File: config.mk
export PLATFORM = sky130hd
export DESIGN_NAME = led_scan_conditioner
export DESIGN_NICKNAME = d
export VERILOG_FILES = /design/src/rtl/led_scan_conditioner.sv
export SDC_FILE = /design/constraint.sdc
export NUM_CORES = 1
export LEC_CHECK = 0
export ABC_AREA = 1
export CAP_MARGIN = 20
export CORE_MARGIN = 5
export CORE_UTILIZATION = 30
export CTS_BUF_LIST = sky130_fd_sc_hd__clkbuf_4
export CTS_CLUSTER_SIZE = 8
export DETAILED_ROUTE_END_ITERATION = 8
export PLACE_DENSITY = 0.49
export SYNTH_ARGS = -nofsm -noshare
export SYNTH_HDL_FRONTEND = slang
export SYNTH_SLANG_ARGS = --single-unit
File: constraint.sdc
create_clock -name clk -period 1.44 [get_ports clk]
set_input_delay 0.288 -clock clk [delete_from_list [all_inputs] [get_ports clk]]
set_output_delay 0.288 -clock clk [all_outputs]
set_load 0.05 [all_outputs]
File: src/rtl/led_scan_conditioner.sv
// Anti-ghosting blanking, global PWM dimming and column-select validation for an 8x8 LED matrix.
// Optional build macro SCAN_FRAME_TICK_EN adds a frame_tick pulse on entry to the last column.
module led_scan_conditioner #(
  parameter int BLANK_CYCLES = 64,
  parameter int PWM_BITS     = 4
) (
  input  logic                clk,
  input  logic                reset,
  input  logic [7:0]          col_in,
  input  logic [7:0]          row_in,
  input  logic [PWM_BITS-1:0] brightness,
  output logic [7:0]          col_out,
  output logic [7:0]          row_out,
  output logic                blanking
`ifdef SCAN_FRAME_TICK_EN
  ,
  output logic                frame_tick
`endif
);

  typedef enum logic {ST_BLANK, ST_ON} state_t;

  localparam logic [15:0] BLANK_LAST = 16'(BLANK_CYCLES - 1);

  state_t              state_q, state_d;
  logic [7:0]          col_q, col_d, row_q, row_d;
  logic [7:0]          held_col_q, held_col_d, held_row_q, held_row_d;
  logic [15:0]         blank_cnt_q, blank_cnt_d;
  logic [PWM_BITS-1:0] pwm_cnt_q, pwm_cnt_d;
  logic [7:0]          col_out_q, col_out_d, row_out_q, row_out_d;
  logic                blanking_q, blanking_d;
  logic [7:0]          col_n;
  logic                col_valid, col_same, pwm_en, go_on;

  // A valid select has exactly one low bit: its inverse is a non-zero power of two.
  always_comb begin
    col_n     = ~col_q;
    col_valid = (col_n != 8'h00) && ((col_n & (col_n - 8'd1)) == 8'h00);
    col_same  = col_valid && (col_q == held_col_q);
    pwm_en    = (brightness == '1) || (pwm_cnt_q < brightness);
    go_on     = (state_q == ST_BLANK) && col_same && (blank_cnt_q == BLANK_LAST);
  end

  always_comb begin
    col_d       = col_in;
    row_d       = row_in;
    pwm_cnt_d   = pwm_cnt_q + 1'b1;
    state_d     = state_q;
    blank_cnt_d = blank_cnt_q;
    held_col_d  = held_col_q;
    held_row_d  = held_row_q;
    col_out_d   = 8'hFF;
    row_out_d   = 8'h00;
    blanking_d  = 1'b1;
    case (state_q)
      ST_BLANK: begin
        if (!col_same) begin
          held_col_d  = col_q;
          blank_cnt_d = 16'd0;
        end else begin
          blank_cnt_d = blank_cnt_q + 16'd1;
          if (go_on) begin
            state_d    = ST_ON;
            held_row_d = row_q;
          end
        end
      end
      ST_ON: begin
        blanking_d = 1'b0;
        if (pwm_en) begin
          col_out_d = held_col_q;
          row_out_d = held_row_q;
        end
        // Row-only changes pass straight through; any column change re-blanks.
        if (!col_same) begin
          state_d     = ST_BLANK;
          held_col_d  = col_q;
          blank_cnt_d = 16'd0;
        end else begin
          held_row_d = row_q;
        end
      end
      default: state_d = ST_BLANK;
    endcase
  end

  always_ff @(posedge clk or negedge reset) begin
    if (!reset) begin
      state_q     <= ST_BLANK;
      col_q       <= 8'hFF;
      row_q       <= 8'h00;
      held_col_q  <= 8'hFF;
      held_row_q  <= 8'h00;
      blank_cnt_q <= 16'd0;
      pwm_cnt_q   <= '0;
      col_out_q   <= 8'hFF;
      row_out_q   <= 8'h00;
      blanking_q  <= 1'b1;
    end else begin
      state_q     <= state_d;
      col_q       <= col_d;
      row_q       <= row_d;
      held_col_q  <= held_col_d;
      held_row_q  <= held_row_d;
      blank_cnt_q <= blank_cnt_d;
      pwm_cnt_q   <= pwm_cnt_d;
      col_out_q   <= col_out_d;
      row_out_q   <= row_out_d;
      blanking_q  <= blanking_d;
    end
  end

  assign col_out  = col_out_q;
  assign row_out  = row_out_q;
  assign blanking = blanking_q;

`ifdef SCAN_FRAME_TICK_EN
  logic frame_tick_q, frame_tick_d;

  always_comb frame_tick_d = go_on && (held_col_q == 8'hFE);

  always_ff @(posedge clk or negedge reset) begin
    if (!reset) frame_tick_q <= 1'b0;
    else        frame_tick_q <= frame_tick_d;
  end

  assign frame_tick = frame_tick_q;
`endif

endmodule
==> results.sh <==
export IMPL_post_synth_num_cell_types=28
export IMPL_synthesis_stage_register_bit_count=70
export IMPL_place_ws_ps=-445
export IMPL_drt_first_iter_violations=108
export IMPL_cts_tree="done"
export IMPL_cp_arrival_ps=2010
export IMPL_die_height_um=111
export IMPL_slew_viol_final=0
export IMPL_critical_path_endpoint_type="flip-flop"
export IMPL_detail_route_first_pass_iterations=4
export IMPL_final_common_cell="nand2_1"
export IMPL_critical_path_top_delay_cell="dfstp_2"
export IMPL_post_route_drc_count=0
export IMPL_num_io_pins=39
export IMPL_final_period_minus_worst_setup_slack_ps=1670
export IMPL_ys_async_sr_fraction_pct=100
export IMPL_fin_util_pct=43.1
export IMPL_layout_cells_most_common_list="nand2_1, dfrtp_1, inv_1, buf_4, nor2_1"
export IMPL_gp_congestion=0.768
export IMPL_starting_density_pct=31.0
export IMPL_cp_slowest_stage_delay_ps=590
export IMPL_clk_transition_reported_paths_ps=120
export IMPL_cp_cell_sequence="inv_2 -> nand2_2 -> nand2_1 -> nor2_1 -> nand3_2 -> nor2_8 -> buf_12 -> buf_6 -> nand3_2 -> nor2_2"
export IMPL_leakage_nw=1.98
export IMPL_wl_um=5990
export IMPL_grt_total_usage_pct=10.4
export IMPL_finalHoldWorstSlack_ps=261
export IMPL_numCtsBuffers=9
export IMPL_largest_fanout_of_any_net_on_the_critical_path=6
export IMPL_dp_cells=511
export IMPL_grt_pass1_wl_um=10300
export IMPL_areaGrowthSynthToFinish_pct=39.0
export IMPL_antenna_violations_before_repair=1
export IMPL_rows=36
export IMPL_first_global_vias=2176
export IMPL_count_of_placed_standard_cells_in_the_final_layout_fillers_left_out=534
export IMPL_critical_path_data_required_time_ps=1780
export IMPL_detail_placement_hpwl_um=4170
export IMPL_final_hold_viol_count=0
export IMPL_layout_worst_path_cycle_share_pct=116
export IMPL_die_w_um=111
export IMPL_report_final_setup_viol=25
export IMPL_dr_total_vias=2244
export IMPL_placement_io_buffers=38
export IMPL_violated_checks="negative setup slack"
export IMPL_rsz0062_at_grt="true"
export IMPL_drtAntennaViolNets=0
export IMPL_timing_worst_setup_path_type="flip-flop to flip-flop"
export IMPL_worst_skew_pair_late_latency_ps=410
export IMPL_power_ir_vdd_worst_mv=0.367
export IMPL_synthDominantAreaCellType="dfrtp_1"
export IMPL_dieArea_mm2=0.0123
export IMPL_edff_count_synth=0
export IMPL_grt_max_degree=71
export IMPL_power_per_cell_area_mw_per_mm2=831
export IMPL_synth_top_cell_area_share_pct=37.0
export IMPL_synthesis_instances=320
export IMPL_fraction_of_the_yosys_area_taken_by_sequential_cells_pct=58.5
export IMPL_vias_per_cell=4.20
export IMPL_worstHoldPathType="input pin to flip-flop"
export IMPL_nets=422
export IMPL_maximum_capacitance_violations=0
export IMPL_ys_dominant_reg_cell="dfrtp_1"
export IMPL_clockRootBuffer="clkbuf_4"
export IMPL_average_wire_length_per_cell_after_detail_routing_um=11.2
export IMPL_critical_path_most_common_cell="nand3_2"
export IMPL_regToRegStartpoint="col_q[2]"
export IMPL_synth_top_area_cells="dfrtp_1, dfstp_2, nand2_1"
export IMPL_crit_path_start="col_q[2]"
export IMPL_ctsHtreeMaxLevel=3
export IMPL_finish_instance_area_mm2=0.00424
export IMPL_holdCritStartpoint="col_in[1]"
export IMPL_clock_skew_ps=16.9
export IMPL_post_route_cells_drive_above_1_share_pct=32.8
export IMPL_synthesis_area_mm2=0.00305
export IMPL_grt_ovfl_total=0
export IMPL_max_clock_freq_mhz=600
export IMPL_dpl_instance_area_mm2=0.00395
export IMPL_syn_num_nets=347
export IMPL_avg_cell_area_syn_um2=9.52
export IMPL_max_slew_worst_pin_slew_ps=370
export IMPL_postLayoutSetupSlackWorst_ps=-228
export IMPL_critical_path_startpoint_type="flip-flop"
export IMPL_cts_sink_count=70
export IMPL_core_mm2=0.00982
export IMPL_outcome="finished with violations"
export IMPL_cts_max_path_buffers=2
export IMPL_synth_yosys_warnings=0
export IMPL_slew_limit_headroom_pct=75.3
-- final timing paths --
path	end	slack [ps]	cells after the start
min in group asynchronous	pwm_cnt_q[2]	420	3
max reg2reg	blank_cnt_q[13]	-230	10
min	col_q[1]	260	1
max in group asynchronous	col_out[7]	680	3
min reg2reg	held_col_q[5]	390	0
max	blank_cnt_q[13]	-230	10
-- synth_stat cells, types with 2 or more instances --
master    number
nand3_1       20
nor2_1        34
buf_6          3
o21ai_0        2
inv_1         42
clkbuf_1       9
a21oi_1        4
nor3_4         2
xor2_1         4
nand4_1       16
nand2_2        3
nor2_8         2
xnor2_1        4
nand3b_1       2
o21bai_1       3
nor3_1         4
nand2_1       76
dfstp_2       25
nor2_2         8
ha_1           5
dfrtp_1       45
-- through the flow --
| step | power, mW | setup TNS (ps) |
|---|---|---|
| finish | 3.52 | -4450 |
| global route | 3.69 | -7600 |
| CTS | 3.57 | -3920 |
| detailed placement | 2.29 | -9500 |
| global placement | 2.29 | -8590 |
| floorplan | 2.15 | -226 |
-- routing by layer --
metal	wire length, um	GRT usage, %
met2	2640	14.6
met1	2950	14.4
met3	238	2.62
met5	0	0
met4	159	5.91
-- final cells by class --
type,instances,area [um^2]
well taps,133,166
diodes,1,2.50
fillers,971,5580
repair buffers,76,882
clock inverters,6,62.6
multi-input cells,195,1100
inverters,43,161
clock buffers,10,75.1
flip-flops and latches,70,1780
-- where the power goes --
part	internal [mW]	switching [mW]
clock	0.543	0.700
sequential	2.02	0.0241
combinational	0.117	0.115
total	2.68	0.839
-- registers in the layout, indices dropped and copies added (netlist names), 4 cells and up --
signal	count
pwm_cnt_q	4
row_q	8
held_row_q	8
blank_cnt_q	16
row_out	8
col_q	8
held_col_q	8
col_out	8
-- cells by family (layout without fill, tap and decap cells) --
| group | count (synthesis) | in the layout | synth area share [%] |
|---|---|---|---|
| flip-flops | 70 | 70 | 58.5 |
| adder cells (fa/ha/maj) | 5 | 5 | 2.05 |
| other | 0 | 1 | 0 |
| AO/OA/AOI/OAI | 10 | 10 | 2.01 |
| XOR/XNOR | 8 | 8 | 2.30 |
| AND/OR/NAND/NOR | 171 | 172 | 27.4 |
| buffers and inverters | 56 | 135 | 7.68 |
-- critical path, delay by kind of cell (launching register included) --
family	cells	cell delay, ps
and+or+nand+nor	7	690
DFF	1	590
buffers and inverters	3	290
-- repair_timing --
item | CTS | global route
cloned | 0 | 1
hold buffers | 1 | 0
pin swaps | 3 | 6
endpoints found under the hold margin | 45 | 0
resized for setup | 9 | 9
buffers inserted | 1 | 3
endpoints found under the setup margin | 33 | 41
Power figures use the tool's default switching activity.
